<file path="src/rtl/run_ctrl.sv">
// Run-control sequencer: gates PC commit, sequences RUN/STEP/HALT/ERROR from host
// commands, core exceptions and a PC breakpoint, and keeps cycle/instret counters.
module run_ctrl #(
  parameter int DATA_WIDTH = 64,
  parameter int CNT_WIDTH  = 32
) (
  input  logic                  clk_i,
  input  logic                  rst_i,
  input  logic                  cmd_valid_i,
  input  logic [1:0]            cmd_i,
  output logic                  cmd_ready_o,
  input  logic [DATA_WIDTH-1:0] pc_i,
  input  logic [5:0]            exc_i,
  input  logic                  bp_en_i,
  input  logic [DATA_WIDTH-1:0] bp_addr_i,
  output logic                  pc_we_o,
  output logic [2:0]            state_o,
  output logic [3:0]            halt_cause_o,
  output logic [CNT_WIDTH-1:0]  cycle_cnt_o,
  output logic [CNT_WIDTH-1:0]  instret_o
);

  typedef enum logic [2:0] {
    ST_IDLE  = 3'd0,
    ST_RUN   = 3'd1,
    ST_STEP  = 3'd2,
    ST_HALT  = 3'd3,
    ST_ERROR = 3'd4
  } state_t;

  localparam logic [1:0] CMD_RUN   = 2'd0;
  localparam logic [1:0] CMD_STEP  = 2'd1;
  localparam logic [1:0] CMD_HALT  = 2'd2;
  localparam logic [1:0] CMD_CLEAR = 2'd3;

  localparam logic [3:0] CAUSE_ECALL  = 4'd4;
  localparam logic [3:0] CAUSE_EBREAK = 4'd5;
  localparam logic [3:0] CAUSE_BP     = 4'd6;
  localparam logic [3:0] CAUSE_HOST   = 4'd7;
  localparam logic [3:0] CAUSE_STEP   = 4'd8;
  localparam logic [3:0] CAUSE_NONE   = 4'hF;

  state_t               r_state, w_state_nxt, w_stop_state;
  logic [3:0]           r_cause, w_cause_nxt, w_stop_cause, w_anom_idx;
  logic                 r_skip;
  logic [CNT_WIDTH-1:0] r_cycle, r_instret;

  logic w_active, w_anom, w_bp_hit, w_ecall, w_ebreak, w_stop;
  logic w_cmd_acc, w_clr, w_enter;

  assign w_active  = (r_state == ST_RUN) || (r_state == ST_STEP);
  assign w_anom    = |exc_i[3:0];
  assign w_bp_hit  = bp_en_i && (pc_i == bp_addr_i) && !r_skip;
  assign w_ecall   = exc_i[4] && !r_skip;
  assign w_ebreak  = exc_i[5] && !r_skip;
  assign w_stop    = w_anom || w_ecall || w_ebreak || w_bp_hit;

  assign cmd_ready_o = !rst_i && (r_state != ST_STEP);
  assign pc_we_o     = !rst_i && w_active && !w_stop;
  assign w_cmd_acc   = cmd_valid_i && cmd_ready_o;

  // Lowest set anomaly bit wins when several fire together.
  always_comb begin
    w_anom_idx = 4'd0;
    if      (exc_i[0]) w_anom_idx = 4'd0;
    else if (exc_i[1]) w_anom_idx = 4'd1;
    else if (exc_i[2]) w_anom_idx = 4'd2;
    else if (exc_i[3]) w_anom_idx = 4'd3;
  end

  always_comb begin
    w_stop_state = ST_HALT;
    w_stop_cause = CAUSE_BP;
    if (w_anom) begin
      w_stop_state = ST_ERROR;
      w_stop_cause = w_anom_idx;
    end else if (w_ebreak) begin
      w_stop_cause = CAUSE_EBREAK;
    end else if (w_ecall) begin
      w_stop_cause = CAUSE_ECALL;
    end
  end

  always_comb begin
    w_state_nxt = r_state;
    w_cause_nxt = r_cause;
    w_clr       = 1'b0;
    case (r_state)
      ST_IDLE, ST_HALT: begin
        if (w_cmd_acc && cmd_i == CMD_RUN)       w_state_nxt = ST_RUN;
        else if (w_cmd_acc && cmd_i == CMD_STEP) w_state_nxt = ST_STEP;
      end
      ST_RUN: begin
        if (w_stop) begin
          w_state_nxt = w_stop_state;
          w_cause_nxt = w_stop_cause;
        end else if (w_cmd_acc && cmd_i == CMD_HALT) begin
          w_state_nxt = ST_HALT;
          w_cause_nxt = CAUSE_HOST;
        end
      end
      ST_STEP: begin
        // Skip is always set here, so only an anomaly can stop a step.
        if (w_stop) begin
          w_state_nxt = w_stop_state;
          w_cause_nxt = w_stop_cause;
        end else begin
          w_state_nxt = ST_HALT;
          w_cause_nxt = CAUSE_STEP;
        end
      end
      ST_ERROR: begin
        if (w_cmd_acc && cmd_i == CMD_CLEAR) begin
          w_state_nxt = ST_IDLE;
          w_cause_nxt = CAUSE_NONE;
          w_clr       = 1'b1;
        end
      end
      default: w_state_nxt = ST_IDLE;
    endcase
  end

  assign w_enter = ((w_state_nxt == ST_RUN) || (w_state_nxt == ST_STEP)) &&
                   (w_state_nxt != r_state);

  always_ff @(posedge clk_i) begin
    if (rst_i) begin
      r_state   <= ST_IDLE;
      r_cause   <= CAUSE_NONE;
      r_skip    <= 1'b0;
      r_cycle   <= '0;
      r_instret <= '0;
    end else begin
      r_state <= w_state_nxt;
      r_cause <= w_cause_nxt;
      r_skip  <= w_enter;
      if (w_clr) begin
        r_cycle   <= '0;
        r_instret <= '0;
      end else begin
        r_cycle   <= r_cycle + CNT_WIDTH'(w_active);
        r_instret <= r_instret + CNT_WIDTH'(pc_we_o);
      end
    end
  end

  assign state_o      = r_state;
  assign halt_cause_o = r_cause;
  assign cycle_cnt_o  = r_cycle;
  assign instret_o    = r_instret;

endmodule

</file>
<file path="config.mk">
export PLATFORM = sky130hd
export DESIGN_NAME = run_ctrl
export DESIGN_NICKNAME = d
export VERILOG_FILES = /design/src/rtl/run_ctrl.sv
export SDC_FILE = /design/constraint.sdc
export NUM_CORES = 1
export LEC_CHECK = 0
export CORE_AREA = 2 2 133 109
export CTS_BUF_LIST = sky130_fd_sc_hd__clkbuf_16
export DETAILED_ROUTE_END_ITERATION = 10
export DIE_AREA = 0 0 135 111
export PLACE_DENSITY = 0.68
export SLEW_MARGIN = 20
export SYNTH_ARGS = -nofsm -noshare
export SYNTH_HDL_FRONTEND = slang
export SYNTH_SLANG_ARGS = --single-unit
</file>
<file path="constraint.sdc">
create_clock -name clk_i -period 9.7 [get_ports clk_i]
set_clock_uncertainty 0.1 [all_clocks]
set_input_delay 1.455 -clock clk_i [delete_from_list [all_inputs] [get_ports clk_i]]
set_output_delay 1.455 -clock clk_i [all_outputs]
set_load 0.03 [all_outputs]
</file>
==> run metrics <==
Worst-Margin Slew=0.914 ns; setup violators final=0; Setup Crit Path Kind=input port to output port; Max VDD drop=approximately 93 uV; final critical path time including I/O delays and setup=5.69 ns; Cell Rows=39; Post-DRT Antenna Nets=0; Min-Delay Path Class=flip-flop to flip-flop; starting density of the core=0.292; final net count=840; Cell Pwr Density=111 nW/um^2; largest net degree at the start of global routing=35; Post-CTS Setup Repair Bufs=0; hold_buf cts=0; First-pass DRT Iterations=4; RSZ-0062 raised after global routing=false; first-pass GRT wire length=20000 um; Hold Path Origin=halt_cause_o[3]; Setup WS post-layout=about 4.0 ns; Critical Path Start Type=input port; Synth cell types=46; Sw Share=0.227; Top FF cell, synth=dfxtp_1; GRT overflow=0; clk_lat worst skew=0.33 ns; sequential power share=0.408; Leak=2.33 nW; mean post-synth cell area=about 8.4 sq um; max-cap violation count=0; Post-Route Setup TNS=0 ns; combinational share of power=0.159; ys async rst share=0; crit path launch=exc_i[0]; Routed WL=12200 um; CTS sink count=72; H-tree depth=3; dpl hpwl=9980 um; sequential-to-total area share from yosys stat=0.357; # diodes=0; fraction of layout cells with a size suffix above 1=0.0400; vias in the first global route=4089; reg2reg start=r_skip; Warnings, synthesis=0; Root Driver=clkbuf_16; Syn Nets=between 600 and 700; outcome=finished, final reports clean; number of buffers on the longest clock path=2; area grow syn2layout=64.2%; initial antenna violation count=0; post-route cell area=6640 sq um; CP Max Fanout=9; Ports=213; 1st-iter DRT viols=151; Placed Area=6350 sq um; Total GRT Usage=0.165; die span in y=111 um; total internal power=0.000569 W; die area=approximately 15000 sq um; dpl ws=3.99 ns; PortBufs=between 200 and 250; total CTS buffers=9; core area=13900 sq um; worst path required time=8.15 ns; Final Hold Fails=0; Critical Path AT=slightly above 4 ns; Tcrit/Tclk final=0.586; synthesized area=approximately 4000 sq um; Layout Utilization=0.479; max-slew violations=0; crit end category=output port; max_slew headroom=0.386; drt wl/cell=13.7 um; via density per instance=4.64; Placer Congestion=about 0.92; clock share of power=0.433; Fmax=0.176 GHz; CTS tree=done; DRC Markers=0; Worst-path clk slew=0.05 ns; Fillers=1336; Post-synth EDFFs=0; Net Switching=0.000167 W; vias=around 4000; Yosys reg bits=72; cells after synthesis=483; Gates resized, CTS repair=0; Die Width=135 um
==> power groups by stage <==
stage                     clock, W  sequential (W)  combinational (W)
after floorplan                  0        0.000309          0.0000405
after global placement           0        0.000307           0.000116
after detailed placement         0        0.000307           0.000117
after CTS                 0.000329        0.000300           0.000118
after global routing      0.000341        0.000300           0.000126
final                     0.000319        0.000300           0.000117
==> synthesized netlist by cell type, types with 4 or more instances <==
library cell,n,area share
nand2b_1,24,0.037
inv_1,18,0.017
xor2_1,53,0.11
nor2b_1,5,0.0077
buf_2,8,0.0099
a21oi_1,9,0.011
nand3_1,24,0.030
nand4_1,24,0.037
ha_1,4,0.012
nor3_1,6,0.0074
dfxtp_1,72,0.36
and3_1,12,0.019
o21ai_0,7,0.0087
and4_1,4,0.0087
nand2_1,28,0.026
nor4_1,6,0.0093
nor2_1,78,0.072
or3_1,7,0.011
xnor2_1,49,0.11
o2111ai_1,8,0.017
==> per-layer routing <==
metal,part of all wire,wire length (um),global-route usage,vias up
met3,0.065,784,0.0498,19
met4,0.018,221,0.0479,0
met2,0.47,5690,0.267,125
met1,0.45,5450,0.212,1871
li1,-,-,-,2086
met5,0,0,0,-
==> placed cells by master (no fill, tap or decap), types with 3 or more instances in the layout <==
cell type          n
and4_1             4
nor3_1             6
dfxtp_1           72
nand4_1           24
nor2b_1            5
o2111ai_1          8
xnor2_1           49
ha_1               4
o21ai_0            7
clkinv_2           3
nor4_2             3
xor2_1            53
or3_1              7
nor4_1             6
nand2b_1          24
nand3_1           24
a21oi_1            9
inv_1             18
clkbuf_16          9
nor2_1            78
nand2_1           28
clkdlybuf4s50_1  212
and3_1            12
==> logic make-up (layout without fill, tap and decap cells) <==
family / Yosys count / in the layout / share of synthesized area
and+or+nand+nor: 234 / 234 / 0.301
xor gates and xnor gates: 102 / 102 / 0.221
DFF: 72 / 72 / 0.357
AOI/OAI and AO/OA: 41 / 41 / 0.0771
buffers and inverters: 29 / 246 / 0.0294
adders and majority gates: 4 / 4 / 0.0124
muxes: 1 / 1 / 0.00248
==> layout make-up <==
type | instances | area [sq um] | share of cell area
multi-input cells | 382 | 2480 | 0.374
repair buffers | 213 | 2130 | 0.321
flip-flops and latches | 72 | 1440 | 0.217
well taps | 184 | 230 | 0.0347
clock buffers | 9 | 225 | 0.0339
inverters | 18 | 67.6 | 0.0102
clock inverters | 6 | 61.3 | 0.00924
==> critical path, stage by stage <==
cell             delay, ns
clkdlybuf4s50_1       0.47
nor4_2                0.83
nand2_1               0.21
nor3_1                0.40
clkdlybuf4s50_1       0.76
==> through the flow <==
stage | hold slack, ns | total power (W) | std cells
2_1_floorplan | 0.510 | 0.000350 | 483
3_5_place_dp | 0.375 | 0.000424 | 869
6_report | 0.384 | 0.000736 | 884
3_3_place_gp | 0.371 | 0.000423 | 869
4_1_cts | 0.396 | 0.000747 | 884
5_1_grt | 0.419 | 0.000768 | 884
==> worst paths after layout <==
path                          end  slack (ns)  cells after the start
setup / recovery          pc_we_o        4.01                      5
setup reg to reg    instret_o[26]        6.13                     17
hold / removal    halt_cause_o[3]        0.38                      1
hold reg to reg   halt_cause_o[3]        0.38                      1
==> registers in the layout (all words and copies together), names as in the netlist <==
signal	count
r_skip	1
halt_cause_o	4
state_o	3
instret_o	32
cycle_cnt_o	32
Note: power is estimated with default switching activity, not from simulation.
